`config.mk`:
```
export PLATFORM = sky130hd
export DESIGN_NAME = scope_capture_core
export DESIGN_NICKNAME = d
export VERILOG_FILES = /design/src/rtl/scope_pkg.sv /design/src/rtl/scope_capture_ram.sv /design/src/rtl/scope_capture_core.sv
export SDC_FILE = /design/constraint.sdc
export NUM_CORES = 2
export LEC_CHECK = 0
export CAP_MARGIN = 20
export CORE_MARGIN = 2
export CORE_UTILIZATION = 50
export DETAILED_ROUTE_END_ITERATION = 10
export PLACE_DENSITY = 0.65
export SLEW_MARGIN = 15
export SYNTH_ARGS = -nofsm -noshare
export SYNTH_HDL_FRONTEND = slang
export SYNTH_SLANG_ARGS = --single-unit
```
`constraint.sdc`:
```
create_clock -name clk -period 4.12 [get_ports clk]
set_input_delay 0.824 -clock clk [delete_from_list [all_inputs] [get_ports clk]]
set_output_delay 0.824 -clock clk [all_outputs]
set_load 0.01 [all_outputs]
```
`src/rtl/scope_pkg.sv`:
```
// Shared types for the scope capture engine: trigger modes and FSM states.
package scope_pkg;

    typedef enum logic [1:0] {
        TRIG_RISE   = 2'b00,
        TRIG_FALL   = 2'b01,
        TRIG_EITHER = 2'b10,
        TRIG_FORCE  = 2'b11
    } trig_mode_t;

    typedef enum logic [2:0] {
        IDLE      = 3'd0,
        PRE       = 3'd1,
        WAIT_TRIG = 3'd2,
        POST      = 3'd3,
        READOUT   = 3'd4
    } cap_state_t;

endpackage

```
`src/rtl/scope_capture_ram.sv`:
```
// Simple dual-port capture buffer: one write port, one read port with a
// registered (1-cycle) read gated by a read enable.
module scope_capture_ram #(
    parameter int DATA_W = 8,
    parameter int DEPTH  = 512,
    parameter int ADDR_W = $clog2(DEPTH)
) (
    input  logic              clk,
    input  logic              we,
    input  logic [ADDR_W-1:0] waddr,
    input  logic [DATA_W-1:0] wdata,
    input  logic              re,
    input  logic [ADDR_W-1:0] raddr,
    output logic [DATA_W-1:0] rd_data
);

    logic [DATA_W-1:0] mem_q [DEPTH];
    logic [DATA_W-1:0] rd_data_q;

    always_ff @(posedge clk) begin
        if (we) begin
            mem_q[waddr] <= wdata;
        end
        if (re) begin
            rd_data_q <= mem_q[raddr];
        end
    end

    assign rd_data = rd_data_q;

endmodule

```
`src/rtl/scope_capture_core.sv`:
```
// Pre/post-trigger capture engine: ring-buffers samples around a trigger
// event, then streams the DEPTH-sample record out oldest sample first.
module scope_capture_core
    import scope_pkg::*;
#(
    parameter int DATA_W = 8,
    parameter int DEPTH  = 512,
    parameter int ADDR_W = $clog2(DEPTH)
) (
    input  logic              clk,
    input  logic              rst,
    input  logic              sample_valid,
    input  logic [DATA_W-1:0] sample_data,
    input  logic              arm,
    input  logic              abort,
    input  logic [1:0]        trig_mode,
    input  logic [DATA_W-1:0] trig_level,
    input  logic [ADDR_W-1:0] pretrig_len,
    output logic              busy,
    output logic              triggered,
    output logic              out_valid,
    output logic [DATA_W-1:0] out_data,
    output logic              out_last,
    input  logic              out_ready
);

    localparam logic [ADDR_W-1:0] LAST_IDX = ADDR_W'(DEPTH - 1);

    cap_state_t        state_q, state_d;
    trig_mode_t        mode_q, mode_d;
    logic [DATA_W-1:0] level_q, level_d;
    logic [ADDR_W-1:0] pretrig_q, pretrig_d;
    logic [ADDR_W-1:0] wr_ptr_q, wr_ptr_d;
    logic [ADDR_W-1:0] pre_cnt_q, pre_cnt_d;
    logic [ADDR_W-1:0] post_cnt_q, post_cnt_d;
    logic [ADDR_W-1:0] trig_addr_q, trig_addr_d;
    logic [ADDR_W-1:0] rd_ptr_q, rd_ptr_d;
    logic [ADDR_W-1:0] rd_cnt_q, rd_cnt_d;
    logic              rd_done_q, rd_done_d;
    logic              prev_valid_q, prev_valid_d;
    logic              above_prev_q, above_prev_d;
    logic              triggered_q, triggered_d;
    logic              rd_pend_q, rd_pend_d;
    logic              rd_last_q, rd_last_d;
    logic              out_valid_q, out_valid_d;
    logic [DATA_W-1:0] out_data_q, out_data_d;
    logic              out_last_q, out_last_d;
    logic              skid_valid_q, skid_valid_d;
    logic [DATA_W-1:0] skid_data_q, skid_data_d;
    logic              skid_last_q, skid_last_d;

    logic              accept, above, edge_rise, edge_fall, trig_hit;
    logic              pop, rd_issue, ram_we;
    logic [1:0]        occ;
    logic [ADDR_W-1:0] pre_cnt_inc;
    logic [DATA_W-1:0] ram_rd_data;

    scope_capture_ram #(
        .DATA_W (DATA_W),
        .DEPTH  (DEPTH),
        .ADDR_W (ADDR_W)
    ) u_ram (
        .clk     (clk),
        .we      (ram_we),
        .waddr   (wr_ptr_q),
        .wdata   (sample_data),
        .re      (rd_issue),
        .raddr   (rd_ptr_q),
        .rd_data (ram_rd_data)
    );

    // Readout handshake: a sample transfers on a cycle with out_valid & out_ready;
    // while out_valid & ~out_ready, out_data and out_last hold their values.
    always_comb begin
        state_d      = state_q;
        mode_d       = mode_q;
        level_d      = level_q;
        pretrig_d    = pretrig_q;
        wr_ptr_d     = wr_ptr_q;
        pre_cnt_d    = pre_cnt_q;
        post_cnt_d   = post_cnt_q;
        trig_addr_d  = trig_addr_q;
        rd_ptr_d     = rd_ptr_q;
        rd_cnt_d     = rd_cnt_q;
        rd_done_d    = rd_done_q;
        prev_valid_d = prev_valid_q;
        above_prev_d = above_prev_q;
        triggered_d  = triggered_q;
        out_valid_d  = out_valid_q;
        out_data_d   = out_data_q;
        out_last_d   = out_last_q;
        skid_valid_d = skid_valid_q;
        skid_data_d  = skid_data_q;
        skid_last_d  = skid_last_q;
        rd_issue     = 1'b0;
        ram_we       = 1'b0;

        accept      = sample_valid && (state_q == PRE || state_q == WAIT_TRIG || state_q == POST);
        above       = (sample_data >= level_q);
        edge_rise   = above && !above_prev_q && prev_valid_q;
        edge_fall   = !above && above_prev_q && prev_valid_q;
        pre_cnt_inc = pre_cnt_q + 1'b1;
        pop         = out_valid_q && out_ready;
        occ         = {1'b0, out_valid_q} + {1'b0, skid_valid_q} + {1'b0, rd_pend_q} - {1'b0, pop};

        case (mode_q)
            TRIG_RISE:   trig_hit = edge_rise;
            TRIG_FALL:   trig_hit = edge_fall;
            TRIG_EITHER: trig_hit = edge_rise || edge_fall;
            default:     trig_hit = 1'b1;
        endcase

        if (accept) begin
            ram_we   = 1'b1;
            wr_ptr_d = wr_ptr_q + 1'b1;
        end

        case (state_q)
            IDLE: begin
                if (arm) begin
                    mode_d       = trig_mode_t'(trig_mode);
                    level_d      = trig_level;
                    pretrig_d    = (pretrig_len > LAST_IDX) ? LAST_IDX : pretrig_len;
                    pre_cnt_d    = '0;
                    prev_valid_d = 1'b0;
                    state_d      = (pretrig_len == '0) ? WAIT_TRIG : PRE;
                end
            end
            PRE: begin
                if (accept) begin
                    pre_cnt_d    = pre_cnt_inc;
                    prev_valid_d = 1'b1;
                    above_prev_d = above;
                    if (pre_cnt_inc == pretrig_q) begin
                        state_d = WAIT_TRIG;
                    end
                end
            end
            WAIT_TRIG: begin
                if (accept) begin
                    prev_valid_d = 1'b1;
                    above_prev_d = above;
                    if (trig_hit) begin
                        trig_addr_d = wr_ptr_q;
                        triggered_d = 1'b1;
                        post_cnt_d  = LAST_IDX - pretrig_q;
                        if (pretrig_q == LAST_IDX) begin
                            state_d   = READOUT;
                            rd_ptr_d  = wr_ptr_q - pretrig_q;
                            rd_cnt_d  = '0;
                            rd_done_d = 1'b0;
                        end else begin
                            state_d = POST;
                        end
                    end
                end
            end
            POST: begin
                if (accept) begin
                    post_cnt_d = post_cnt_q - 1'b1;
                    if (post_cnt_q == ADDR_W'(1)) begin
                        state_d   = READOUT;
                        rd_ptr_d  = trig_addr_q - pretrig_q;
                        rd_cnt_d  = '0;
                        rd_done_d = 1'b0;
                    end
                end
            end
            READOUT: begin
                // Only issue a read when the output and skid registers can absorb it.
                if (!rd_done_q && occ <= 2'd1) begin
                    rd_issue = 1'b1;
                    rd_ptr_d = rd_ptr_q + 1'b1;
                    rd_cnt_d = rd_cnt_q + 1'b1;
                    if (rd_cnt_q == LAST_IDX) begin
                        rd_done_d = 1'b1;
                    end
                end
                if (!out_valid_q || pop) begin
                    if (skid_valid_q) begin
                        out_valid_d  = 1'b1;
                        out_data_d   = skid_data_q;
                        out_last_d   = skid_last_q;
                        skid_valid_d = rd_pend_q;
                        skid_data_d  = ram_rd_data;
                        skid_last_d  = rd_last_q;
                    end else begin
                        out_valid_d = rd_pend_q;
                        out_data_d  = ram_rd_data;
                        out_last_d  = rd_last_q;
                    end
                end else if (rd_pend_q) begin
                    skid_valid_d = 1'b1;
                    skid_data_d  = ram_rd_data;
                    skid_last_d  = rd_last_q;
                end
                if (pop && out_last_q) begin
                    state_d      = IDLE;
                    triggered_d  = 1'b0;
                    out_valid_d  = 1'b0;
                    out_last_d   = 1'b0;
                    skid_valid_d = 1'b0;
                end
            end
            default: state_d = IDLE;
        endcase

        rd_pend_d = rd_issue;
        rd_last_d = rd_issue && (rd_cnt_q == LAST_IDX);

        if (abort) begin
            state_d      = IDLE;
            triggered_d  = 1'b0;
            out_valid_d  = 1'b0;
            out_last_d   = 1'b0;
            skid_valid_d = 1'b0;
            rd_pend_d    = 1'b0;
            rd_last_d    = 1'b0;
        end
    end

    always_ff @(posedge clk or posedge rst) begin
        if (rst) begin
            state_q      <= IDLE;
            mode_q       <= TRIG_RISE;
            level_q      <= '0;
            pretrig_q    <= '0;
            wr_ptr_q     <= '0;
            pre_cnt_q    <= '0;
            post_cnt_q   <= '0;
            trig_addr_q  <= '0;
            rd_ptr_q     <= '0;
            rd_cnt_q     <= '0;
            rd_done_q    <= 1'b0;
            prev_valid_q <= 1'b0;
            above_prev_q <= 1'b0;
            triggered_q  <= 1'b0;
            rd_pend_q    <= 1'b0;
            rd_last_q    <= 1'b0;
            out_valid_q  <= 1'b0;
            out_data_q   <= '0;
            out_last_q   <= 1'b0;
            skid_valid_q <= 1'b0;
            skid_data_q  <= '0;
            skid_last_q  <= 1'b0;
        end else begin
            state_q      <= state_d;
            mode_q       <= mode_d;
            level_q      <= level_d;
            pretrig_q    <= pretrig_d;
            wr_ptr_q     <= wr_ptr_d;
            pre_cnt_q    <= pre_cnt_d;
            post_cnt_q   <= post_cnt_d;
            trig_addr_q  <= trig_addr_d;
            rd_ptr_q     <= rd_ptr_d;
            rd_cnt_q     <= rd_cnt_d;
            rd_done_q    <= rd_done_d;
            prev_valid_q <= prev_valid_d;
            above_prev_q <= above_prev_d;
            triggered_q  <= triggered_d;
            rd_pend_q    <= rd_pend_d;
            rd_last_q    <= rd_last_d;
            out_valid_q  <= out_valid_d;
            out_data_q   <= out_data_d;
            out_last_q   <= out_last_d;
            skid_valid_q <= skid_valid_d;
            skid_data_q  <= skid_data_d;
            skid_last_q  <= skid_last_d;
        end
    end

    assign busy      = (state_q != IDLE);
    assign triggered = triggered_q;
    assign out_valid = out_valid_q;
    assign out_data  = out_data_q;
    assign out_last  = out_last_q;

endmodule

```
# ---- Word level (Yosys, flattened, before mapping)
# Memories as Yosys holds them, arrays and structs flattened. A register that Yosys moved wholly into a read port is not among the register bits.
# Cells that the tools add are included.
dict set report classes {
  reduce_logical 45
  add_sub_neg 11
  magnitude_cmp 3
  eq_ne 29
  mux 81
}
# op n
set ops {}
lappend ops {{2-to-1 mux 9 bit} 18}
lappend ops {{case mux 9 bit (3 select lines)} 2}
lappend ops {{2-to-1 mux 1 bit} 39}
lappend ops {{adder 9 x 1 -> 9 bit (second input constant)} 4}
lappend ops {{case mux 9 bit (2 select lines)} 2}
lappend ops {{2-to-1 mux 8 bit} 4}
lappend ops {{2-to-1 mux 3 bit} 10}
lappend ops {{== test 9 bit (second input constant)} 2}
lappend ops {{!= test 3 bit (second input constant)} 6}
lappend ops {{subtractor 9 bit} 2}
lappend ops {{!= test 2 bit (second input constant)} 8}
lappend ops {{AND reduction 8 bit} 2}
lappend ops {{case mux 3 bit (5 select lines)} 1}
lappend ops {{AND reduction 3 bit} 4}
lappend ops {{nonzero test 3 bit} 4}
lappend ops {{AND reduction 2 bit} 5}
lappend ops {{nonzero test 2 bit} 5}
lappend ops {{== test 9 x 1 -> 1 bit (second input constant)} 1}
lappend ops {{== test 9 bit} 1}
lappend ops {{greater-than comparator 9 bit (second input constant)} 1}
lappend ops {{logical AND 1 bit} 9}
lappend ops {{zero test 9 bit} 1}
lappend ops {{subtractor 9 x 1 -> 9 bit (second input constant)} 1}
lappend ops {{subtractor 9 bit (first input constant)} 1}
lappend ops {{other kinds (23)} 36}
dict set report word_totals {
  ramBits 4096
  mem_count 1
  reg_bits 102
  out_inout_bits 12
  inputBits 33
  elab_cells 192
}
# memory words word_bits read_ports rd_clocked_by_memory_dff write_ports line
set memory_table {}
lappend memory_table {u_ram.mem_q 512 8 1 1 1 scope_capture_ram.sv:17} ;# logic [DATA_W-1:0] mem_q [DEPTH];

# ---- Longest topological paths before layout
dict set report depth {
  ltp_word 10
  depth_mapped 16
  ltp_nobuf 14
}

# ---- Hierarchy
# From an unflattened synthesis, not the netlist that was laid out.
dict set report unflattened {
  hier_cells 8668
  area_unflattened_um2 165864.1
}
# mod cells_per_inst n_inst area_per_inst_um2
set by_module_without_submodules {}
lappend by_module_without_submodules {scope_capture_ram 8030 1 160007.2}
lappend by_module_without_submodules {scope_capture_core 638 1 5856.9}

# ---- Worst setup path before layout
# Ideal clock, no wire load.
dict set report synth_path {
  path_type {reg2reg}
  startpoint {register state_q[1]}
  endpoint {register rd_ptr_q[8]}
  t_arrival_ns 3.233
  path_buffers 2
  synth_period_minus_slack_ns 3.362
  path_stages_with_launch 17
  path_slack_ns 0.758
  path_cell_list {dfrtp_1 -> clkbuf_1 -> nor2b_1 -> nand2_1 -> buf_1 -> mux2i_1 -> ha_1 -> inv_1 -> fa_1 -> a21o_1 -> a21oi_1 -> nor2b_1 -> o21a_1 -> o41ai_1 -> xnor2_1 -> a21oi_1 -> o21ai_0}
}
dict set report synth_between {
  elab_chain_cells 6
  word_cells_on_any_way 16
  classes_between {10 x eq/ne; 1 x mux; 5 x reduce/logical}
}
# item line
set synth_rtl {}
lappend synth_rtl {{from (decl)} scope_capture_core.sv:29} ;# cap_state_t state_q, state_d;
lappend synth_rtl {{from (signal assigned)} scope_capture_core.sv:247} ;# state_q <= state_d;
lappend synth_rtl {{== test 3 x 1 -> 1 bit or == test 3 x 2 -> 1 bit (tied branches)} {scope_capture_core.sv:98, scope_capture_core.sv:118}}
lappend synth_rtl {{logical OR 1 bit (2 in a row)} scope_capture_core.sv:98} ;# accept = sample_valid && (state_q == PRE || state_q == WAIT_TRIG || state_q == POST);
lappend synth_rtl {{logical AND 1 bit} scope_capture_core.sv:98}
lappend synth_rtl {{!= test 2 bit (no line)} -}
lappend synth_rtl {{AND reduction 7 bit (no line)} -}
lappend synth_rtl {{to (signal assigned)} scope_capture_core.sv:255} ;# rd_ptr_q <= rd_ptr_d;
lappend synth_rtl {{to (decl)} scope_capture_core.sv:37} ;# logic [ADDR_W-1:0] rd_ptr_q, rd_ptr_d;
# Parallel ways exist; a longest one is shown, timed or not.
# A chain may end at the register's enable or synchronous reset.

==> metrics.yaml <==
reg2reg_depth: 12
period_needed_ns: 4.05
power.density_mw_per_mm2: 607
fin_crit_sh: 0.983
gr-total-overflow: 0
skew_ns: 0.0679
clk_pin_slew_ns: 0.06
antenna_left: 0
power_mw: 116
avgSynthCellArea_sq_um: 20.9
ys_warn_count: 0
slew_viol_final: 0
ir_worst_vdd_mv: 0.449
dieArea_sq_mm: 0.335
post-cts-setup-buffer-count: 0
drc: 0
pin_count: 45
hold_violations: 0
grt_antenna_before_repair: 21
rsz0062_at_grt: "false"
numCtsBuffers: 414
crit_fanout: 39
hold_path_depth: 1
place_hpwl_mm: 281
dpl-instance-area_sq_mm: 0.177
crit_type: "register to register"
dieWidth_microns: 579
setup_slack_ns: 0.0683
relSlewSlack: 0.0657
drt_iter0_markers: 12100
synth_cells: 7900
h-tree-depth: 5
viasPerCell: 6.30
fmax_mhz: 247
via_count: 85700
synth_area_sq_mm: 0.165
reg2reg_setup_slack_ns: 0.07
synth-async-reset-ratio: 0.0243
grt_max_degree: 220
die_h_microns: 579
timing.rr.end: "u_ram.rd_data[3]"
portBuffers: 44
cp.arrival_ns: 4.76
synth_nets: 7962
status: "completed"
synth_edf_count: 4104
multi_input_area_sq_mm: 0.0366
maxCapViolations: 0
cts-root-buf: "clkbuf_16"
finalSetupViolations: 0
wl_per_cell_microns: 32.5
r2r_start: "rd_ptr_q[1]"
power.static_leakage_nw: 62.7
cts_tree: "done"
ys_ff_latch: 4206
pre_cts_slack_ns: -0.444
finish.utilization: 0.580
worst_skew_pair.late_latency_ns: 1.00
syn_to_final_growth_pct: 15.6
rows: 211
worstSetupStartpointType: "register"
coreArea_sq_mm: 0.329
required_ns: 4.83
ys.flop_type: "edfxtp_1"
seqCellArea_sq_mm: 0.126
start_util: 0.501
hold_class: "input pin to register"
firstDrtPassIters: 9
worstHoldStart: "sample_data[3]"
clockBufferDepth: 4
tns_ns: 0
drt-total-wl_mm: 442
gp_congestion: 0.892
track_usage: 0.263
timing_worst_slew_pin_value_ns: 1.40
ctsHoldBuffers: 0
hold_end: "u_ram.mem_q[224][3]"
fillers: 23600
grt_pass1_vias: 86100
drive_gt1_frac: 0.303
nNetsFinal: 8955
ys_seq_area_frac: 0.761
synth.distinct_cells: 85
critPathCaptureType: "register"
stdcell_area_sq_mm: 0.191
clock-sinks: 4206
grt_pass1_wl_mm: 630
==> through the flow <==
step | hold WS (ns) | cells
floorplan | 0.449 | 7900
global placement | 0.467 | 12800
CTS | 0.236 | 13600
finish | 0.281 | 13600
global route | 0.230 | 13600
detailed placement | 0.493 | 12800
==> critical path, cell delays in order, from the launching register on <==
cell and delay, ns:
dfrtp_4 0.62, buf_4 0.23, buf_12 0.24, buf_4 0.24
mux4_2 0.31, and2_1 0.17, a211oi_1 0.41, a2111oi_2 0.21
or4_1 0.74, a21oi_1 0.18, buf_4 0.13, o21a_1 0.13
a221oi_1 0.05
==> logic make-up after synthesis <==
kind of cell / share of synthesized area
and+or+nand+nor: 0.0338
adders and majority gates: 0.00224
buffers and inverters: 0.0186
AOI/OAI and AO/OA: 0.0248
xor gates and xnor gates: 0.00159
DFF: 0.761
muxes: 0.157
==> cells in the mapped netlist, types with 24 or more instances <==
master	number	share of area
a221oi_1	42	0.0022
a21oi_1	89	0.0027
ha_1	28	0.0021
mux2i_1	131	0.0079
mux4_1	34	0.0054
edfxtp_1	4104	0.75
o21ai_0	97	0.0029
a22o_1	43	0.0023
nand2_1	238	0.0054
nor4_1	25	0.00095
and3_1	32	0.0012
a31oi_1	33	0.0012
xnor2_1	24	0.0013
nand4_1	47	0.0018
a22oi_1	74	0.0034
nor3_1	46	0.0014
and2_1	33	0.0012
clkbuf_1	203	0.0046
o22ai_1	69	0.0026
mux2_2	94	0.0064
nor2b_1	26	0.00098
a211oi_1	42	0.0019
nor2_1	616	0.014
dfrtp_1	102	0.015
nand3_1	130	0.0039
inv_1	34	0.00077
mux4_2	1010	0.14
buf_2	108	0.0033
buf_4	71	0.0032
buf_6	56	0.0038
==> flip-flops by register name (all words and copies together), names as in the netlist, 2 cells and up <==
signal and cells:
level_q 8, mode_q 2, out_data 8, post_cnt_q 9, pre_cnt_q 9, pretrig_q 9, rd_cnt_q 9, rd_ptr_q 9
skid_data_q 8, state_q 3, trig_addr_q 9, u_ram.mem_q 4096, u_ram.rd_data 8, wr_ptr_q 9
==> where the power goes <==
group / internal (mW) / switching (mW)
sequential: 47.4 / 0.559
clock: 21.5 / 16.1
combinational: 12.8 / 17.7
total: 81.6 / 34.3
==> worst max path at each step <==
stage / startpoint / to / slack, ns / depth (start not counted)
floorplan: rst / above_prev_q / 0.62 / 1
global placement: sample_data[0] / rd_ptr_q[0] / -0.50 / 12
detailed placement: sample_data[0] / rd_ptr_q[0] / -0.44 / 12
CTS: rd_ptr_q[0] / u_ram.rd_data[0] / 0.0008 / 11
global route: state_q[1] / rd_ptr_q[8] / 0.004 / 14
finish: rd_ptr_q[1] / u_ram.rd_data[3] / 0.07 / 12
==> cells in the final DEF, fill, tap and decap left out, types with 22 or more instances in the layout <==
master | netlist | layout
edfxtp_1 | 4104 | 4104
mux4_2 | 1010 | 1010
buf_4 | 71 | 898
nor2_1 | 616 | 614
clkbuf_16 | 0 | 421
nand2_1 | 238 | 221
mux2i_1 | 131 | 130
nand3_1 | 130 | 128
buf_12 | 14 | 110
o21ai_0 | 97 | 97
dfrtp_1 | 102 | 96
mux2_2 | 94 | 94
a21oi_1 | 89 | 89
clkinv_2 | 0 | 82
clkbuf_1 | 203 | 82
clkinv_1 | 2 | 78
a22oi_1 | 74 | 74
o22ai_1 | 69 | 69
nand4_1 | 47 | 47
nor3_1 | 46 | 44
a22o_1 | 43 | 43
a211oi_1 | 42 | 42
a221oi_1 | 42 | 42
bufinv_16 | 0 | 39
clkdlybuf4s50_1 | 0 | 36
mux4_1 | 34 | 34
a31oi_1 | 33 | 33
inv_1 | 34 | 32
and2_1 | 33 | 31
and3_1 | 32 | 30
ha_1 | 28 | 28
xnor2_1 | 24 | 24
nor4_1 | 25 | 22
==> final cells by class <==
class | count | share of cell area
clock buffers | 517 | 0.0578
flip-flops and latches | 4206 | 0.659
multi-input cells | 3176 | 0.192
repair buffers | 1058 | 0.0497
inverters | 37 | 0.000799
well taps | 4366 | 0.0286
clock inverters | 239 | 0.0125
diodes | 7 | 0.0000917
==> layer usage <==
metal | GRT usage | vias up | share of wire
li1 | - | 34800 | -
met1 | 0.372 | 45600 | 0.39
met2 | 0.414 | 4539 | 0.47
met3 | 0.0585 | 690 | 0.10
met4 | 0.0795 | 10 | 0.032
met5 | 0 | - | 0.00013
==> what timing repair did <==
item,4_1_cts,5_1_grt
pin swaps,1,2
cloned,0,0
gates resized for setup,4,10
setup endpoints to repair,3,6
hold endpoints to repair,0,0
(Power assumes the default switching activity.)
